$ cat config.mk
export PLATFORM = sky130hd
export DESIGN_NAME = fetch_unit
export DESIGN_NICKNAME = d
export VERILOG_FILES = /design/src/rtl/fetch_unit_pkg.sv /design/src/rtl/fetch_queue.sv /design/src/rtl/fetch_unit.sv
export SDC_FILE = /design/constraint.sdc
export NUM_CORES = 1
export LEC_CHECK = 0
export BUFFER_PORTS_ARGS = -buffer_cell sky130_fd_sc_hd__buf_2
export CAP_MARGIN = 25
export CORE_AREA = 4 4 183 185
export DETAILED_ROUTE_END_ITERATION = 10
export DIE_AREA = 0 0 187 189
export GPL_ROUTABILITY_DRIVEN = 0
export PLACE_DENSITY = 0.75
export RECOVER_POWER = 25
export SETUP_SLACK_MARGIN = 0.02
export SKIP_LAST_GASP = 1
export SLEW_MARGIN = 20
export SYNTH_ARGS = -nofsm -noshare
export SYNTH_HDL_FRONTEND = slang
export SYNTH_SLANG_ARGS = --single-unit
$ cat constraint.sdc
create_clock -name clk -period 3.5 [get_ports clk]
set_clock_uncertainty 0.15 [all_clocks]
set_input_delay 0.525 -clock clk [delete_from_list [all_inputs] [get_ports clk]]
set_output_delay 0.525 -clock clk [all_outputs]
set_load 0.005 [all_outputs]
$ cat src/rtl/fetch_unit_pkg.sv
// Shared fetch-stage definitions: datapath width, IFQ entry layout and reset PC.
package fetch_unit_pkg;

  localparam int XLEN = 32;
  localparam logic [XLEN-1:0] RESET_PC_DEFAULT = 32'h0000_0000;

  // IFQ entry layout, MSB to LSB: pc | inst | taken | target
  localparam int TARGET_LSB = 0;
  localparam int TAKEN_BIT  = TARGET_LSB + XLEN;
  localparam int INST_LSB   = TAKEN_BIT + 1;
  localparam int PC_LSB     = INST_LSB + XLEN;
  localparam int ENTRY_W    = PC_LSB + XLEN;

  typedef struct packed {
    logic [XLEN-1:0] pc;
    logic [XLEN-1:0] inst;
    logic            taken;
    logic [XLEN-1:0] target;
  } ifq_entry_t;

  function automatic logic [XLEN-1:0] align_pc(input logic [XLEN-1:0] addr);
    return {addr[XLEN-1:2], 2'b00};
  endfunction

endpackage

$ cat src/rtl/fetch_queue.sv
// Generic synchronous FIFO with flush and occupancy output; used as the IFQ.
module fetch_queue #(
  parameter int WIDTH = 97,
  parameter int DEPTH = 4,
  localparam int AW = $clog2(DEPTH),
  localparam int CW = $clog2(DEPTH + 1)
) (
  input  logic             clk,
  input  logic             rst,
  input  logic             flush,
  input  logic             push,
  input  logic [WIDTH-1:0] push_data,
  input  logic             pop,
  output logic [WIDTH-1:0] head_data,
  output logic [CW-1:0]    count,
  output logic             full,
  output logic             empty
);

  logic [WIDTH-1:0] mem [DEPTH];
  logic [AW-1:0]    head;
  logic [AW-1:0]    tail;
  logic             do_push;
  logic             do_pop;

  assign full      = (count == CW'(DEPTH));
  assign empty     = (count == '0);
  assign do_push   = push && !full;
  assign do_pop    = pop && !empty;
  assign head_data = mem[head];

  // Pointers wrap naturally because DEPTH is a power of two.
  always_ff @(posedge clk) begin
    if (rst || flush) begin
      head  <= '0;
      tail  <= '0;
      count <= '0;
    end else begin
      if (do_push) tail <= tail + AW'(1);
      if (do_pop)  head <= head + AW'(1);
      case ({do_push, do_pop})
        2'b10:   count <= count + CW'(1);
        2'b01:   count <= count - CW'(1);
        default: count <= count;
      endcase
    end
  end

  always_ff @(posedge clk) begin
    if (!rst && !flush && do_push) mem[tail] <= push_data;
  end

endmodule

$ cat src/rtl/fetch_unit.sv
// Fetch front end: owns the PC, fills the IFQ from imem + predictor, restarts on redirect.
module fetch_unit
  import fetch_unit_pkg::*;
#(
  parameter logic [XLEN-1:0] RESET_PC  = RESET_PC_DEFAULT,
  parameter int              IFQ_DEPTH = 4
) (
  input  logic                             clk,
  input  logic                             rst,
  output logic [XLEN-1:0]                  imem_addr,
  input  logic [XLEN-1:0]                  imem_rdata,
  output logic [XLEN-1:0]                  bp_pc,
  input  logic                             bp_taken,
  input  logic [XLEN-1:0]                  bp_target,
  input  logic                             redirect,
  input  logic [XLEN-1:0]                  redirect_pc,
  input  logic                             deq_ready,
  output logic                             deq_valid,
  output logic [XLEN-1:0]                  deq_inst,
  output logic [XLEN-1:0]                  deq_pc,
  output logic                             deq_pred_taken,
  output logic [XLEN-1:0]                  deq_pred_target,
  output logic [$clog2(IFQ_DEPTH+1)-1:0]   ifq_count
);

  logic [XLEN-1:0]    pc;
  logic               full;
  logic               empty;
  logic               enq;
  logic               pop;
  ifq_entry_t         enq_entry;
  logic [ENTRY_W-1:0] head_data;

  assign imem_addr = pc;
  assign bp_pc     = pc;

  // Redirect blocks both sides so nothing enters or leaves the queue being flushed.
  assign enq       = !full && !redirect;
  assign deq_valid = !empty && !redirect;
  assign pop       = deq_valid && deq_ready;

  assign enq_entry = '{pc: pc, inst: imem_rdata, taken: bp_taken, target: bp_target};

  assign deq_pc          = head_data[PC_LSB +: XLEN];
  assign deq_inst        = head_data[INST_LSB +: XLEN];
  assign deq_pred_taken  = head_data[TAKEN_BIT];
  assign deq_pred_target = head_data[TARGET_LSB +: XLEN];

  always_ff @(posedge clk) begin
    if (rst)           pc <= RESET_PC;
    else if (redirect) pc <= align_pc(redirect_pc);
    else if (enq)      pc <= align_pc(bp_target);
  end

  fetch_queue #(
    .WIDTH (ENTRY_W),
    .DEPTH (IFQ_DEPTH)
  ) u_ifq (
    .clk       (clk),
    .rst       (rst),
    .flush     (redirect),
    .push      (enq),
    .push_data (enq_entry),
    .pop       (pop),
    .head_data (head_data),
    .count     (ifq_count),
    .full      (full),
    .empty     (empty)
  );

endmodule
==> results.toml <==
[critical_path]
crit_arrival_ns = 2.09
crit_fanout = 35
rr_worst_depth = 4
max_stage_delay_ns = 0.72
worst-setup-path-type = "reg2out"
end_kind = "output port"
reg2reg_slack_ns = 0.81
cp_slowest_cell = "dfxtp_4"
critPathLaunchType = "register"
worstPathRequired_ns = 2.82
reg2reg_to = "u_ifq.mem[1][12]"
cp_cell_sequence = "buf_12 -> mux4_2 -> buf_2"
cp_top_family = "flip-flops"
reg2reg_from = "u_ifq.count[0]"
path_buf_inv = 2

[routing]
wl_per_cell_microns = 22.67
drt_iter0_markers = 652
wl_microns = 32870
postRouteAntennaNets = 0
route.detailed.drc = 0
vias = 7998
via_per_inst = 5.516
drtPass1Iterations = 5

[cells_and_area]
post-route-util_pct = 58.83
post_route_cells_drive_above_1_share_pct = 39.04
areaGrowthSynthToFinish_pct = 17.91
nNetsFinal = 1113
finalNonFillerCells = 1450

[synthesis]
synth_edf_count = 380
netlist_instances = 755
ys_warn_count = 0
ys_ff_latch = 419
synth_cell_type_count = 29
ys_top_cells_by_area = "edfxtp_1 71%, mux4_2 13%, dfxtp_1 4.9%"
ys.flop_type = "edfxtp_1"
syn_avg_cell_area_sq_um = 21.18
synth_commonest_cells = "380 x edfxtp_1, 95 x mux4_2, 39 x dfxtp_1"
yosysTopAreaCell = "edfxtp_1"
yosysTopAreaCellShare_pct = 71.37
async_reset_ff_share_pct = 0
synth.most_common_cell = "edfxtp_1"
synth_area_sq_mm = 0.01599
synth-seq-area-share_pct = 76.26

[pwr]
internal_power_uw = 8381
ir_worst_vdd_v = 0.0003693
pwr-share-seq_pct = 53.8
p_total_uw = 10500
p_clk_share_pct = 41.7
power.density_mw_per_mm2 = 557.2
combinationalPowerShare_pct = 4.5
p_leak_uw = 0.006538
p_switching_uw = 2122
power.share.switching_pct = 20.21

[global_routing]
grt_max_degree = 57
grt_pass1_wl_microns = 50530
overflow = 0
grt_usage_pct = 18.49
antenna_found_initial = 6
grt_pass1_vias = 8563

[sta]
hold_viol_final = 0
worst_slew_pin_slew_ns = 0.6832
fin_crit_sh_pct = 79.04
setup_viol = 0
fin_setup_tns_ns = 0
fmax_mhz = 361.5
rsz0062_at_grt = "no"
slew_viol_final = 0
maxSlewHeadroom_pct = 54.40
period_needed_ns = 2.767
finalWorstSetupSlack_ns = 0.7335

[clock_tree]
cts_root_buf = "clkbuf_16"
clock_sinks = 419
path_clk_slew_ns = 0.06
cts_buffers = 43
cts_setup_buffers = 0
cts_max_level = 2
cts_buffer_depth = 3
clkLatencyLatePin_ns = 0.52
cts_tree = "yes"
holdBufCountCts = 0
cts_resized = 0

[placed_design]
dp_worst_setup_slack_ns = 0.7768
io_buffers = 257
dp_hpwl_microns = 19750
dp_cells = 1369

[die]
die_x_microns = 187
core_area_sq_mm = 0.03204
dieArea_sq_mm = 0.03534
start_util_pct = 49.90
die_h_microns = 189
num_rows = 66
io_pins = 266

[min_path]
holdPathStages = 1
hold_start = "imem_rdata[23]"
min_to = "u_ifq.mem[1][56]"
hold_class = "in2reg"

[job]
drv_cap = 0

[status]
outcome = "finished, final reports clean"
cells in the final DEF (no fill, tap or decap), drive strengths merged:
cell type / instances
mux4: 95
o21ai: 1
diode: 2
conb: 6
or3: 1
edfxtp: 380
clkbuf: 121
or3b: 1
a21oi: 33
xnor2: 1
and3: 4
nor3b: 1
nor2: 10
o311ai: 1
fa: 1
nand2: 32
xor2: 4
nor3: 1
a221oi: 30
ha: 5
nand2b: 1
o31ai: 1
clkinvlp: 1
inv: 36
dfxtp: 39
clkinv: 15
or2: 1
buf: 215
bufinv: 3
worst register-to-register path, stage by stage (launching register included):
cell and delay (ns):
dfxtp_1 0.52, or3b_2 0.20, buf_4 0.45, and3_4 0.68, buf_4 0.37
logic make-up after synthesis:
logic type / synth area share [%]
AND/OR/NAND/NOR: 1.464
adder cells (fa/ha/maj): 0.5165
multiplexers: 13.38
XOR/XNOR: 0.2739
other: 0.02346
buffers and inverters: 4.179
AO/OA/AOI/OAI: 3.905
flip-flops: 76.26
how the worst max path moves through the flow:
stage / end / slack, ns / cells past startpoint
2_1_floorplan: u_ifq.mem[0][0] / 0.81 / 4
3_3_place_gp: u_ifq.mem[1][14] / 0.80 / 4
3_5_place_dp: u_ifq.mem[1][14] / 0.78 / 4
4_1_cts: deq_inst[27] / 0.66 / 3
5_1_grt: deq_pred_target[31] / 0.60 / 3
6_report: deq_inst[27] / 0.73 / 3
flip-flops by register name, indices dropped and copies added, names as in the netlist, named ones only:
register,cells
u_ifq.mem,380
bp_pc,30
u_ifq.count,3
u_ifq.head,2
u_ifq.tail,2
layer usage:
metal	global-route usage, %	vias to the layer above	part of all wire (%)
met1	25.50	4093	42
met2	30.16	307	48
met4	4.693	8	2.2
met3	4.609	65	7.1
li1	-	3525	-
met5	0	-	0.13
power by group through the flow:
stage / logic, uW / registers [uW] / clock network, uW
final: 478 / 5650 / 4380
after global routing: 525 / 5660 / 4730
after CTS: 498 / 5650 / 4500
after detailed placement: 495 / 5750 / 0
after global placement: 485 / 5740 / 0
after floorplan: 267 / 5740 / 0
per-stage QoR:
| step | cell area (sq um) | hold slack (ns) |
|---|---|---|
| after global placement | 17560 | 0.3270 |
| final | 18850 | 0.1076 |
| after detailed placement | 17560 | 0.3374 |
| after global routing | 18850 | 0.09268 |
| after floorplan | 16010 | 0.3147 |
| after CTS | 18920 | 0.03529 |
cell type report:
cell class | count | area (sq um)
antenna | 2 | 5.005
clock buffer | 59 | 1179
clock inverter | 20 | 185.2
fill | 2414 | 13190
inverter | 35 | 131.4
multi-input combinational | 230 | 3167
sequential | 419 | 12200
tap | 408 | 510.5
timing repair buffer | 277 | 1474
(Power assumes the default switching activity.)
